===== src/rtl/lsu_pkg.sv =====
// Shared types and constants for the load/store unit: FSM states, RV32I
// load/store size encodings and the default bus timeout.
package lsu_pkg;

  typedef enum logic [1:0] {
    S_IDLE,
    S_REQ,
    S_RESP,
    S_DONE
  } lsu_state_e;

  localparam logic [2:0] F3_LB  = 3'b000;
  localparam logic [2:0] F3_LH  = 3'b001;
  localparam logic [2:0] F3_LW  = 3'b010;
  localparam logic [2:0] F3_LBU = 3'b100;
  localparam logic [2:0] F3_LHU = 3'b101;
  localparam logic [2:0] F3_SB  = 3'b000;
  localparam logic [2:0] F3_SH  = 3'b001;
  localparam logic [2:0] F3_SW  = 3'b010;

  localparam int TIMEOUT_DEFAULT = 255;

endpackage


===== src/rtl/lsu_align.sv =====
// Lane steering for one access: byte enables, replicated store data,
// extended load data and the size/alignment legality check.
module lsu_align
  import lsu_pkg::*;
(
  input  logic [2:0]  funct3,
  input  logic [1:0]  addr,
  input  logic [31:0] wdata,
  input  logic [31:0] rdata,
  output logic [3:0]  be,
  output logic [31:0] wdata_rep,
  output logic [31:0] rdata_ext,
  output logic        illegal
);

  logic [31:0] lane;

  always_comb begin
    lane      = rdata >> {addr, 3'b000};
    be        = 4'b0000;
    wdata_rep = '0;
    rdata_ext = '0;
    unique case (funct3)
      F3_LB: begin
        be        = 4'b0001 << addr;
        wdata_rep = {4{wdata[7:0]}};
        rdata_ext = {{24{lane[7]}}, lane[7:0]};
      end
      F3_LBU: begin
        be        = 4'b0001 << addr;
        wdata_rep = {4{wdata[7:0]}};
        rdata_ext = {24'h0, lane[7:0]};
      end
      F3_LH: begin
        be        = addr[1] ? 4'b1100 : 4'b0011;
        wdata_rep = {2{wdata[15:0]}};
        rdata_ext = {{16{lane[15]}}, lane[15:0]};
      end
      F3_LHU: begin
        be        = addr[1] ? 4'b1100 : 4'b0011;
        wdata_rep = {2{wdata[15:0]}};
        rdata_ext = {16'h0, lane[15:0]};
      end
      F3_LW: begin
        be        = 4'b1111;
        wdata_rep = wdata;
        rdata_ext = rdata;
      end
      default: begin
        be        = 4'b0000;
        wdata_rep = '0;
        rdata_ext = '0;
      end
    endcase
    // Unknown encodings, odd halfword or unaligned word addresses.
    illegal = (funct3 == 3'b011) || (funct3 == 3'b110) || (funct3 == 3'b111) ||
              (funct3[1:0] == 2'b01 && addr[0]) ||
              (funct3[1:0] == 2'b10 && addr != 2'b00);
  end

endmodule


===== src/rtl/load_store_unit.sv =====
// Turns one datapath load/store into a req/gnt/rvalid bus transaction and
// stalls the pipeline until the response, an error or a timeout.
module load_store_unit
  import lsu_pkg::*;
#(
  parameter int ADDR_W         = 32,
  parameter int DATA_W         = 32,
  parameter int TIMEOUT_CYCLES = TIMEOUT_DEFAULT
) (
  input  logic              clk,
  input  logic              reset,
  input  logic              lsu_valid,
  input  logic              lsu_we,
  input  logic [2:0]        lsu_funct3,
  input  logic [ADDR_W-1:0] lsu_addr,
  input  logic [DATA_W-1:0] lsu_wdata,
  output logic [DATA_W-1:0] lsu_rdata,
  output logic              lsu_stall,
  output logic              lsu_done,
  output logic              lsu_err,
  output logic              bus_req,
  output logic              bus_we,
  output logic [ADDR_W-1:0] bus_addr,
  output logic [3:0]        bus_be,
  output logic [DATA_W-1:0] bus_wdata,
  input  logic              bus_gnt,
  input  logic              bus_rvalid,
  input  logic [DATA_W-1:0] bus_rdata,
  input  logic              bus_err
);

  localparam int CW = $clog2(TIMEOUT_CYCLES + 1);

  lsu_state_e        state;
  logic [CW-1:0]     cnt;
  logic              we_q;
  logic [2:0]        f3_q;
  logic [ADDR_W-1:0] addr_q;
  logic [DATA_W-1:0] wdata_q;
  logic [DATA_W-1:0] rdata_q;
  logic              err_q;

  logic [2:0]        sel_f3;
  logic [1:0]        sel_addr;
  logic [3:0]        be;
  logic [DATA_W-1:0] wdata_rep;
  logic [DATA_W-1:0] rdata_ext;
  logic              illegal;
  logic              bad_op;
  logic              in_req;

  // In IDLE the aligner checks the incoming op; afterwards it works from the captured copy.
  assign sel_f3   = (state == S_IDLE) ? lsu_funct3    : f3_q;
  assign sel_addr = (state == S_IDLE) ? lsu_addr[1:0] : addr_q[1:0];
  assign bad_op   = illegal || (lsu_we && lsu_funct3[2]);

  lsu_align u_align (
    .funct3    (sel_f3),
    .addr      (sel_addr),
    .wdata     (wdata_q),
    .rdata     (bus_rdata),
    .be        (be),
    .wdata_rep (wdata_rep),
    .rdata_ext (rdata_ext),
    .illegal   (illegal)
  );

  always_ff @(posedge clk or negedge reset) begin
    if (!reset) begin
      state   <= S_IDLE;
      cnt     <= '0;
      we_q    <= 1'b0;
      f3_q    <= '0;
      addr_q  <= '0;
      wdata_q <= '0;
      rdata_q <= '0;
      err_q   <= 1'b0;
    end else begin
      unique case (state)
        S_IDLE: begin
          cnt <= '0;
          if (lsu_valid) begin
            we_q    <= lsu_we;
            f3_q    <= lsu_funct3;
            addr_q  <= lsu_addr;
            wdata_q <= lsu_wdata;
            rdata_q <= '0;
            err_q   <= bad_op;
            state   <= bad_op ? S_DONE : S_REQ;
          end
        end
        S_REQ, S_RESP: begin
          // A response can arrive together with the grant; it wins over a timeout.
          if (bus_rvalid && (state == S_RESP || bus_gnt)) begin
            rdata_q <= we_q ? '0 : rdata_ext;
            err_q   <= bus_err;
            state   <= S_DONE;
          end else if (cnt == CW'(TIMEOUT_CYCLES - 1)) begin
            rdata_q <= '0;
            err_q   <= 1'b1;
            state   <= S_DONE;
          end else begin
            cnt <= cnt + 1'b1;
            if (state == S_REQ && bus_gnt) state <= S_RESP;
          end
        end
        S_DONE: begin
          cnt   <= '0;
          state <= S_IDLE;
        end
        default: state <= S_IDLE;
      endcase
    end
  end

  assign in_req    = (state == S_REQ);
  assign bus_req   = in_req;
  assign bus_we    = in_req && we_q;
  assign bus_addr  = in_req ? {addr_q[ADDR_W-1:2], 2'b00} : '0;
  assign bus_be    = in_req ? be : 4'b0000;
  assign bus_wdata = in_req ? wdata_rep : '0;

  assign lsu_stall = (reset && state == S_IDLE && lsu_valid) ||
                     (state == S_REQ) || (state == S_RESP);
  assign lsu_done  = (state == S_DONE);
  assign lsu_err   = lsu_done && err_q;
  assign lsu_rdata = lsu_done ? rdata_q : '0;

endmodule


===== config.mk =====
export PLATFORM = sky130hd
export DESIGN_NAME = load_store_unit
export DESIGN_NICKNAME = d
export VERILOG_FILES = /design/src/rtl/lsu_pkg.sv /design/src/rtl/lsu_align.sv /design/src/rtl/load_store_unit.sv
export SDC_FILE = /design/constraint.sdc
export NUM_CORES = 1
export LEC_CHECK = 0
export CAP_MARGIN = 15
export CORE_MARGIN = 5
export CORE_UTILIZATION = 43
export CTS_CLUSTER_SIZE = 10
export DETAILED_ROUTE_END_ITERATION = 8
export PLACE_DENSITY = 0.76
export SKIP_LAST_GASP = 1
export SLEW_MARGIN = 20
export SYNTH_ARGS = -nofsm -noshare
export SYNTH_HDL_FRONTEND = slang
export SYNTH_HIERARCHICAL = 1
export SYNTH_SLANG_ARGS = --single-unit

===== constraint.sdc =====
create_clock -name clk -period 3 [get_ports clk]
set_clock_uncertainty 0.2 [all_clocks]
set_input_delay 0.75 -clock clk [delete_from_list [all_inputs] [get_ports clk]]
set_output_delay 0.75 -clock clk [all_outputs]
set_load 0.1 [all_outputs]

== After elaboration in Yosys (flattened, before gate mapping) ==
Cells that the tools add are included.

* Shifts and indexed selects: 2
* Add/sub/neg operators: 1
* Reduce and logical (&&, ||, !) cells: 29
* Mux-type cells: 28
* Equality and inequality tests: 18

{| class="wikitable"
|+ Operators by type and width
! operator !! number
|-
| 32-bit 2-to-1 mux || 7
|-
| 32-bit one-hot mux with 5 select lines || 1
|-
| 32-bit one-hot mux with 3 select lines || 1
|-
| 32-bit one-hot mux with 2 select lines || 1
|-
| 32-bit by 5-bit >> shifter with 16-bit output || 1
|-
| 8-bit 2-to-1 mux || 2
|-
| 8-bit one-hot mux with 2 select lines || 1
|-
| 3-bit equality test, second input constant || 4
|-
| 2-bit 2-to-1 mux || 6
|-
| 4-bit one-hot mux with 3 select lines || 1
|-
| 1-bit logical AND || 9
|-
| 8-bit by 1-bit adder with 8-bit output, second input constant || 1
|-
| 8-bit equality test, second input constant || 1
|-
| 1-bit logical OR || 8
|-
| 4-bit 2-to-1 mux || 2
|-
| 2-bit OR reduction || 4
|-
| 2-bit equality test, second input constant || 3
|-
| 3-bit by 2-bit equality test with 1-bit output, second input constant || 2
|-
| 2-bit != test, second input constant || 3
|-
| 2-bit one-hot mux with 3 select lines || 1
|-
| 2-bit AND reduction || 3
|-
| 2-bit by 1-bit equality test with 1-bit output, second input constant || 2
|-
| 4-bit != test, second input constant || 1
|-
| 2-bit nonzero test || 2
|-
| 9 further kinds || 11
|}

* Output and inout bits: 105
* Flip-flop bits (word level): 111
* Input bits: 106
* Word-level logic and storage cells: 86

== Depth between registers and ports, before layout ==
Gate-level depths: netlist (run 1).

* Depth in word-level cells: 11
* Gate-level depth with buffers: 13
* Mapped depth without buffers: 9

== Hierarchy ==
The synthesis (run 1) kept the hierarchy.

{| class="wikitable"
|+ Modules (own cells, without submodules)
! module !! instances !! area an instance (um2) !! seq. area each (um2) !! cells each
|-
| load_store_unit || 1 || 5,450.2 || 2,777.7 || 472
|-
| lsu_align || 1 || 1,407.6 || 0.0 || 220
|}

== Least setup slack after synthesis (run 1) ==
No wires, ideal clock.

* Kind: register -> output
* From: register state[0]
* To: output bus_be[0]
* Required time: 2.050 ns
* Data arrival time: 2.647 ns
* Buffers on the path: 2
* Cell stages (with the launch flop): 9
* Slack: -0.597 ns
* Cell sequence: dfrtp_1 -> inv_1 -> ha_1 -> clkbuf_8 -> mux2_2 -> buf_2 -> or3b_2 -> o21ai_0 -> and2_1

* Word-level cells in the longest chain between the ends: 6
* Elaborated cells between the ends (all ways): 15
* Classes of those cells: eq/ne (5); shift (1); mux (5); reduce/logical (4)

{| class="wikitable"
|+ Ends and longest elaborated chain
! item !! line !! source
|-
| start, declared || load_store_unit.sv:34 || <nowiki>lsu_state_e state;</nowiki>
|-
| start signal, assigned || load_store_unit.sv:89 || <nowiki>state <= bad_op ? S_DONE : S_REQ;</nowiki>
|-
| 2-bit zero test (*) || load_store_unit.sv:53 || <nowiki>assign sel_f3 = (state == S_IDLE) ? lsu_funct3 : f3_q;</nowiki>
|-
| 3-bit 2-to-1 mux (*) || load_store_unit.sv:53 ||
|-
| via sel_f3[0] || load_store_unit.sv:43 || <nowiki>logic [2:0] sel_f3;</nowiki>
|-
| 3-bit by 1-bit equality test with 1-bit output, or another cell as far along || lsu_align.sv:23 || <nowiki>unique case (funct3)</nowiki>
|-
| 2-bit OR reduction (no line) || -- ||
|-
| 4-bit one-hot mux with 3 select lines (*) || lsu_align.sv:23 ||
|-
| via be[0] || load_store_unit.sv:45 || <nowiki>logic [3:0] be;</nowiki>
|-
| 4-bit 2-to-1 mux (*) || load_store_unit.sv:120 || <nowiki>assign bus_be = in_req ? be : 4'b0000;</nowiki>
|-
| end, declared || load_store_unit.sv:24 || <nowiki>output logic [3:0] bus_be,</nowiki>
|}

The timed path passes the listed nets; every way through them passes the cells marked *.

== Worst setup path in the final report (run 1) ==
* From: register state[1]
* To: output bus_be[2]

The elaborated chain is that of the path after synthesis.

==> run_results.csv, run 1 <==
group,metric,value,unit
run_status,status,"finished, violations left",
run_status,violations,"negative setup slack",
floorplanning,floorplan.die.width,136,um
cts,clk_latency,0.35,ns
finish,instances_no_fill,1143,
worst_setup_path,timing.critical_path.to,"bus_be[2]",
timing,setup_tns,-9.95,ns
place,place_congestion,0.795,
synth,yosys_most_used_dff,"sky130_fd_sc_hd__dfrtp_1",
drt,routed-via-count,5968,
worst_setup_path,worstPathBufferInverterCount,3,
place,detailedPlace.worstSlack,-0.638,ns
finish,drive_gt1_frac,0.420,
worst_setup_path,worst_r2r_endpoint,"rdata_q[28]$_DFFE_PN0P_",
worst_setup_path,cp_cell_instances,"inv_2, ha_4, mux2_4, buf_6, or3b_4, o21ai_1, and2_4, buf_12",
worst_setup_path,worst_path_largest_cell_delay,0.41,ns
worst_setup_path,critical_path_depth,8,
place,post-dp-hpwl,15100,um
synth,synth-edff-count,0,
global_route,grt_use_met3,0.0688,
global_route,grt_pass1_wl,32100,um
cts,clockBufferDepth,2,
drt,finalWirelength,20700,um
cts,clk_pin_slew,0.08,ns
timing,count_of_endpoints_failing_setup_in_the_final_report,36,
worst_setup_path,cell_type_of_the_slowest_stage_on_the_worst_timing_path,"sky130_fd_sc_hd__or3b_4",
floorplanning,floorplan.initialDensity,0.435,
global_route,grt_start_max_net_pins,66,
synth,post_syn_area,6860,um^2
timing,worst_slew_margin_rel,0.550,
timing,clock.fmax,0.301,GHz
cts,numCtsBuffers,9,
worst_setup_path,worstPathArrival,2.38,ns
global_route,grtUsageMet1,0.267,
synth,number_of_warnings_printed_during_yosys_synthesis,6,
drt,post-route-drc-count,0,
worst_setup_path,depth_of_the_most_critical_reg_to_reg_path,10,
timing,grt_setup_unrepaired,"true",
timing,hold_viol_final,0,
worst_setup_path,critical_r2r_launch,"state[1]$_DFFE_PN0P_",
worst_setup_path,worstSetupStartpoint,"state[1]$_DFFE_PN0P_",
floorplanning,io_pins,211,
drt,ant_nets,0,
floorplanning,dieHeight,136,um
worst_setup_path,setup.worst_path.end_class,"output port",
worst_setup_path,cp_data_required_time,2.05,ns
global_route,gr_met2_demand_resource,0.369,
worst_setup_path,timing.reg2reg.setup_slack,0.21,ns
floorplanning,core,15800,um^2
global_route,grt_overflow,0,
floorplanning,std_cell_rows,46,
timing,slew_at_the_pin_closest_to_its_max_slew_limit,0.675,ns
synth,synth_area_leaders,"sky130_fd_sc_hd__dfrtp_1, sky130_fd_sc_hd__mux2_2, sky130_fd_sc_hd__and2_1, sky130_fd_sc_hd__mux2i_1, sky130_fd_sc_hd__nand2_1",
drt,wire_per_inst,18.1,um
finish,filler_cell_count,1115,
worst_setup_path,worst_setup_path_start_kind,"flip-flop",
drt,initialDrtViolationCount,322,
synth,synth_largest_type_area_fraction,0.405,
floorplanning,floorplan.die_area,18600,um^2
timing,timing.final.crit_share,1.11,
hold_path,hold_path.class,"in -> async",
worst_setup_path,timing.critical_path.max_delay_family,"simple AND/OR/NAND/NOR gates",
global_route,antenna_found_initial,1,
cts,htree_num_levels,3,
synth,syn_area_per_cell,9.91,um^2
synth,synth_seq_cells,111,
finish,total_number_of_nets_in_the_final_design,1035,
global_route,grt_busiest_layer,"met2",
worst_setup_path,criticalPathCategory,"reg -> out",
global_route,grt_pass1_vias,6088,
cts,clock_tree.root_cell,"sky130_fd_sc_hd__clkbuf_16",
synth,synth_largest_area_cell,"sky130_fd_sc_hd__dfrtp_1",
finish,antenna_cells,0,
run,maxCapViolations,0,
synth,post_synth_inst_count,692,
place,numPlacedInstances,1115,
timing,least_setup_slack_across_all_paths_after_layout,-0.327,ns
global_route,global_route.usage.total,0.220,
synth,async_flop_share,1.00,
finish,syn_to_final_growth,63.0,%
drt,dr.pass1.iters,5,
worst_setup_path,critPathMaxFanout,6,
timing,slew_violations,0,
place,buffer_ports.inserted,208,
finish,multi_input_comb_area,3960,um^2
drt,detail_route.vias_per_cell,5.22,
synth,synth_seq_area_share,0.405,
cts,cts.hold.buffers_added,0,
cts,cts.sink_count,111,
timing,finalWorstPathRequiredPeriod,3.33,ns
finish,seqCellArea,2780,um^2
synth,ys_types,60,
cts,tritoncts_clock_tree,"yes",
[flip-flops by register name, indices dropped and copies added (netlist names)]
name	cells
addr_q	32
cnt	8
err_q	1
f3_q	3
rdata_q	32
state	2
wdata_q	32
we_q	1
[Yosys cell counts (all sizes together) (2+ instances only)]
| cell | n |
|---|---|
| and2 | 113 |
| dfrtp | 111 |
| mux2 | 85 |
| nand2 | 70 |
| inv | 39 |
| o21ai | 38 |
| mux2i | 34 |
| buf | 31 |
| a21oi | 23 |
| clkbuf | 22 |
| a31oi | 16 |
| nor2b | 15 |
| and3b | 10 |
| a22oi | 9 |
| a21o | 8 |
| a32oi | 7 |
| ha | 7 |
| o2bb2ai | 7 |
| nor2 | 6 |
| nor3b | 5 |
| nand3 | 3 |
| o31ai | 3 |
| xor2 | 3 |
| a211oi | 2 |
| and3 | 2 |
| xnor2 | 2 |
[cells by family after synthesis]
group,share of synthesized area
adder cells (fa/ha/maj),0.0128
multiplexers,0.194
AND/OR/NAND/NOR,0.192
other,0.000547
AO/OA/AOI/OAI,0.120
flip-flops,0.405
buffers and inverters,0.0688
XOR/XNOR,0.00639
[repair_timing]
action	CTS	global route
endpoints found under the setup margin	36	36
resized for setup	27	46
setup buffers	7	3
pin swaps	4	22
cloned	1	1
[cell type report]
class / instances / area share
Sequential cell: 111 / 0.249
Clock buffer: 9 / 0.0202
Multi-Input combinational cell: 491 / 0.354
Inverter: 39 / 0.0131
Tap cell: 216 / 0.0242
Clock inverter: 7 / 0.00739
Timing Repair Buffer: 270 / 0.332
[worst min path at each step]
stage	startpoint	end	slack (ns)
finish	reset	rdata_q[26]$_DFFE_PN0P_	0.02
detailed placement	addr_q[22]$_DFFE_PN0P_	addr_q[22]$_DFFE_PN0P_	0.29
global placement	addr_q[2]$_DFFE_PN0P_	addr_q[2]$_DFFE_PN0P_	0.28
CTS	reset	rdata_q[26]$_DFFE_PN0P_	0.02
global route	reset	rdata_q[26]$_DFFE_PN0P_	0.03
floorplan	reset	addr_q[0]$_DFFE_PN0P_	0.25
[stage by stage]
stage / area (um^2) / hold slack (ns) / util
2_1_floorplan: 7060 / 0.254 / -
3_3_place_gp: 10600 / 0.279 / 0.671
3_5_place_dp: 10600 / 0.287 / 0.671
4_1_cts: 11000 / 0.0239 / 0.700
5_1_grt: 11200 / 0.0301 / 0.709
6_report: 11200 / 0.0239 / 0.709
[layout by cell type, fill, tap and decap left out, types with 8 or more instances in the layout]
cell,Yosys,final
sky130_fd_sc_hd__nor2b_4,0,8
sky130_fd_sc_hd__a22oi_1,9,9
sky130_fd_sc_hd__and2_2,0,31
sky130_fd_sc_hd__a31oi_1,16,16
sky130_fd_sc_hd__buf_12,3,111
sky130_fd_sc_hd__clkbuf_16,0,9
sky130_fd_sc_hd__mux2_2,82,79
sky130_fd_sc_hd__buf_4,3,46
sky130_fd_sc_hd__o21ai_1,2,18
sky130_fd_sc_hd__and2_1,113,42
sky130_fd_sc_hd__a21oi_1,22,8
sky130_fd_sc_hd__mux2i_1,34,34
sky130_fd_sc_hd__a21oi_2,0,14
sky130_fd_sc_hd__nand2_1,70,68
sky130_fd_sc_hd__o21ai_0,35,15
sky130_fd_sc_hd__clkdlybuf4s50_1,0,101
sky130_fd_sc_hd__a21o_1,8,8
sky130_fd_sc_hd__dfrtp_1,111,111
sky130_fd_sc_hd__inv_1,39,37
sky130_fd_sc_hd__and3b_1,10,10
sky130_fd_sc_hd__and2_4,0,40
[routing by layer]
| metal | vias to the layer above | share of wire |
|---|---|---|
| li1 | 2819 | - |
| met1 | 2878 | 0.39 |
| met2 | 229 | 0.49 |
| met3 | 40 | 0.092 |
| met4 | 2 | 0.028 |
| met5 | - | 0.00063 |
Power of run 1 is not shown: default switching activity piles up to over one toggle a cycle in this logic, so the estimate is an artifact.
==> inputs of run 2 (changes only) <==
- RECOVER_POWER: not set -> 25
==> run 2 against run 1 <==
Compared with the run above: the flow still finishes with violations (negative setup slack); cell area barely moved; final cell count did not move; via count rose by 0.15%; sequential cell count did not move; core utilization fell by 0.055 points; fmax barely moved; register-to-register slack barely moved; critical path depth did not move; non-clock buffer count did not move; first-iteration DRC count fell by 0.62%; sequential share of layout area barely moved; hold slack improved by 0.19 ns; critical endpoint unchanged; largest cell class unchanged.
==> run_results.csv, run 2 (synthesized netlist as in run 1, its figures left out) <==
group,metric,value,unit
worst_setup_path,setup.worst_path.end_class,"output port",
drt,routed-via-count,5977,
drt,detail_route.vias_per_cell,5.23,
drt,initialDrtViolationCount,320,
cts,clockBufferDepth,2,
timing,setup_tns,-9.98,ns
global_route,grt_start_max_net_pins,66,
drt,wire_per_inst,18.1,um
finish,antenna_cells,0,
floorplanning,floorplan.initialDensity,0.435,
floorplanning,core,15800,um^2
cts,cts.sink_count,111,
timing,clock.fmax,0.301,GHz
drt,finalWirelength,20700,um
cts,clk_latency,0.35,ns
timing,count_of_endpoints_failing_setup_in_the_final_report,36,
timing,worst_slew_margin_rel,0.123,
timing,timing.final.crit_share,1.11,
finish,filler_cell_count,1118,
timing,slew_violations,0,
place,detailedPlace.worstSlack,-0.638,ns
finish,utilization,0.708,
worst_setup_path,critical_r2r_launch,"state[1]$_DFFE_PN0P_",
place,post-dp-hpwl,15100,um
hold_path,hold_path.class,"in -> async",
run,maxCapViolations,0,
floorplanning,floorplan.die_area,18600,um^2
drt,post-route-drc-count,0,
floorplanning,dieHeight,136,um
worst_setup_path,critPathMaxFanout,6,
timing,hold_viol_final,0,
run_status,violations,"negative setup slack",
global_route,grt_pass1_wl,32100,um
drt,ant_nets,0,
place,buffer_ports.inserted,208,
worst_setup_path,cp_data_required_time,2.05,ns
worst_setup_path,worstPathArrival,2.38,ns
timing,finalWorstPathRequiredPeriod,3.33,ns
cts,clk_pin_slew,0.08,ns
worst_setup_path,worstSetupStartpoint,"state[1]$_DFFE_PN0P_",
cts,numCtsBuffers,9,
global_route,antenna_found_initial,1,
global_route,grt_overflow,0,
cts,clock_tree.root_cell,"sky130_fd_sc_hd__clkbuf_16",
cts,htree_num_levels,3,
finish,total_number_of_nets_in_the_final_design,1035,
floorplanning,std_cell_rows,46,
finish,drive_gt1_frac,0.419,
timing,grt_setup_unrepaired,"true",
finish,most-common-layout-cells,"sky130_fd_sc_hd__dfrtp_1, sky130_fd_sc_hd__buf_12, sky130_fd_sc_hd__clkdlybuf4s50_1",
finish,largestRegisters,"addr_q x32, rdata_q x32, wdata_q x32",
timing,fin_worst_hold_slack,0.210,ns
floorplanning,io_pins,211,
global_route,global_route.usage.total,0.220,
worst_setup_path,worst_setup_path_start_kind,"flip-flop",
run_status,status,"finished, violations left",
floorplanning,floorplan.die.width,136,um
cts,tritoncts_clock_tree,"yes",
timing,slew_at_the_pin_closest_to_its_max_slew_limit,1.32,ns
place,place_congestion,0.795,
timing,least_setup_slack_across_all_paths_after_layout,-0.328,ns
global_route,grt_pass1_vias,6088,
finish,syn_to_final_growth,62.8,%
worst_setup_path,criticalPathCategory,"reg -> out",
drt,dr.pass1.iters,5,
==> run 2: cell count changes in the layout (fill, tap and decap cells not counted), sizes merged <==
cell and delta:
buf -3, clkbuf +3
==> run 2: metrics by stage <==
| step | std cells | instance area, um^2 |
|---|---|---|
| 2_1_floorplan | 693 | 7060 |
| 3_3_place_gp | 1115 | 10600 |
| 3_5_place_dp | 1115 | 10600 |
| 4_1_cts | 1139 | 11000 |
| 5_1_grt | 1143 | 11200 |
| 6_report | 1143 | 11200 |
==> run 2: worst paths after layout <==
kind                       slack [ns]  cells past startpoint                      end
setup / recovery                -0.33                      8                bus_be[2]
setup reg to reg                 0.21                     10  rdata_q[28]$_DFFE_PN0P_
max in group asynchronous        0.66                      2  wdata_q[20]$_DFFE_PN0P_
min in group clk                 0.30                      1   addr_q[22]$_DFFE_PN0P_
hold reg to reg                  0.30                      1   addr_q[22]$_DFFE_PN0P_
hold / removal                   0.21                      1  rdata_q[26]$_DFFE_PN0P_
==> run 2: critical path, cell delays in order, from the launching register on <==
cell	delay (ns)
sky130_fd_sc_hd__dfrtp_1	0.40
sky130_fd_sc_hd__inv_2	0.08
sky130_fd_sc_hd__ha_4	0.21
sky130_fd_sc_hd__mux2_4	0.37
sky130_fd_sc_hd__buf_6	0.13
sky130_fd_sc_hd__or3b_4	0.41
sky130_fd_sc_hd__o21ai_1	0.10
sky130_fd_sc_hd__and2_4	0.16
sky130_fd_sc_hd__buf_12	0.16
==> run 2: final cells by class <==
| class | count | area [um^2] | share of cell area |
|---|---|---|---|
| clock buffer | 9 | 225 | 0.0202 |
| inverter | 39 | 146 | 0.0131 |
| clock inverter | 7 | 82.6 | 0.00739 |
| sequential | 111 | 2780 | 0.249 |
| tap | 216 | 270 | 0.0242 |
| multi-input combinational | 491 | 3960 | 0.355 |
| timing repair buffer | 270 | 3700 | 0.332 |
==> run 2: per-layer routing <==
| metal | vias up | track usage | share of wire |
|---|---|---|---|
| li1 | 2820 | - | - |
| met5 | - | 0 | 0.00063 |
| met4 | 2 | 0.0795 | 0.028 |
| met2 | 230 | 0.369 | 0.49 |
| met3 | 40 | 0.0688 | 0.093 |
| met1 | 2885 | 0.267 | 0.39 |
==> run 2: timing repair <==
item,in CTS,in global routing
hold buffers,0,0
endpoints found under the setup margin,36,36
gates resized for setup,27,46
buffers inserted,7,3
pin swaps,4,22
cloned,1,1
Power of run 2 is left out for the same reason.
==> patch: new RTL, config.mk and constraints of run 1 <==
Remove the case item `F3_LBU` of the case on `funct3`.
--- a/src/rtl/lsu_align.sv
+++ b/src/rtl/lsu_align.sv
@@ -25,11 +25,6 @@
         be        = 4'b0001 << addr;
         wdata_rep = {4{wdata[7:0]}};
         rdata_ext = {{24{lane[7]}}, lane[7:0]};
-      end
-      F3_LBU: begin
-        be        = 4'b0001 << addr;
-        wdata_rep = {4{wdata[7:0]}};
-        rdata_ext = {24'h0, lane[7:0]};
       end
       F3_LH: begin
         be        = addr[1] ? 4'b1100 : 4'b0011;
Check against the original RTL: not equivalent (Yosys sat finds a counterexample within 4 cycles, from zero or initial values and one cycle with reset low).
==> patch against run 1 <==
The run still ends with setup timing left. Die area fell by 2.3%. First-iteration DRC count rose by 22%. Sequential share of layout area did not move. Design area did not move. Synthesized area fell by 2.5%. Critical endpoint is now bus_wdata[17]. Setup slack got worse by 0.041 ns. Sequential cell count did not move. Via count fell by 0.69%. Synthesized cell count fell by 2.2%. Routed wire length rose by 6.7%.
Power is left out: the tool's default activity adds up to more than one toggle a clock period on the data nets, which glitch-free logic cannot reach.
==> patch: results <==
{
  "synth_cells": 677,
  "nonClkBufAreaFrac_pct": 33.5,
  "cp-startpoint": "state[0]$_DFFE_PN0P_",
  "finalSetupViolations": 36,
  "clock_area_share_pct": 2.91,
  "tightest_slew_ns": 0.622,
  "synth_commonest_cells": "and2_1, dfrtp_1, mux2_2, nand2_1, mux2i_1",
  "grt_use_met2_pct": 40.7,
  "violations": "setup timing",
  "max_stage_delay_ns": 0.39,
  "grt_max_degree": 112,
  "outcome": "finished with violations",
  "rr_worst_depth": 12,
  "finalWirelength_microns": 22100,
  "dr.first_iter.drc_count": 393,
  "slowest_stage": "dfrtp_1",
  "stdcell_area_sq_um": 11200,
  "final.setup.tns_ns": -10.41,
  "synth_cell_types": 56,
  "antenna_found_initial": 2,
  "finalWorstSetupSlack_ns": -0.368,
  "multi_input_cells": 481,
  "crit_end": "bus_wdata[17]",
  "worstPathMaxFanout": 8,
  "routabilityCongestion": 0.861,
  "hpwl_microns": 15100,
  "antenna_cells": 1,
  "use_met1_pct": 28.5,
  "vias": 5927,
  "nets": 1024,
  "final-instance-count-excl-fill": 1104,
  "grt_pass1_wl_microns": 34500,
  "grt_use_met3_pct": 8.53,
  "track_usage_pct": 24.3,
  "ys_seq_area_share_pct": 41.5,
  "rr_endpoint": "rdata_q[27]$_DFFE_PN0P_",
  "whs_ns": 0.287,
  "critical-path-top-delay-family": "buffers and inverters",
  "preCtsSetupSlack_ns": -0.452,
  "n_all_buffers": 269,
  "ff2ff_setup_slack_ns": 0.14,
  "placed_area_sq_um": 10500
}
[patch: cell count changes in the layout (fill, tap and decap cells not counted), sizes merged, moves of 8 or more]
cell,run 1,this run
mux2,86,76
a22oi,9,1
a21oi,23,35
mux2i,34,45
a21o,8,17
and3b,10,0
a22o,0,13
a31oi,16,2
[patch: per-layer routing]
metal	vias to the layer above	routed length, microns
met5	-	7
met4	2	653
met3	42	2100
met2	267	11000
met1	2850	8360
li1	2766	-
[patch: kinds of logic after synthesis]
logic type	after synthesis	synth area share, %
compound gates	127	12.3
flops	111	41.5
buf+inv	88	6.49
other cells	1	0.0561
simple gates	216	17.7
mux	122	19.9
fa+ha+maj	7	1.31
xor+xnor	5	0.655
[patch: what timing repair did]
item | CTS | global route
cloned | 5 | 0
hold endpoints to repair | 0 | 0
pin swaps | 8 | 9
resized for setup | 52 | 44
endpoints found under the setup margin | 36 | 51
buffers inserted | 11 | 1
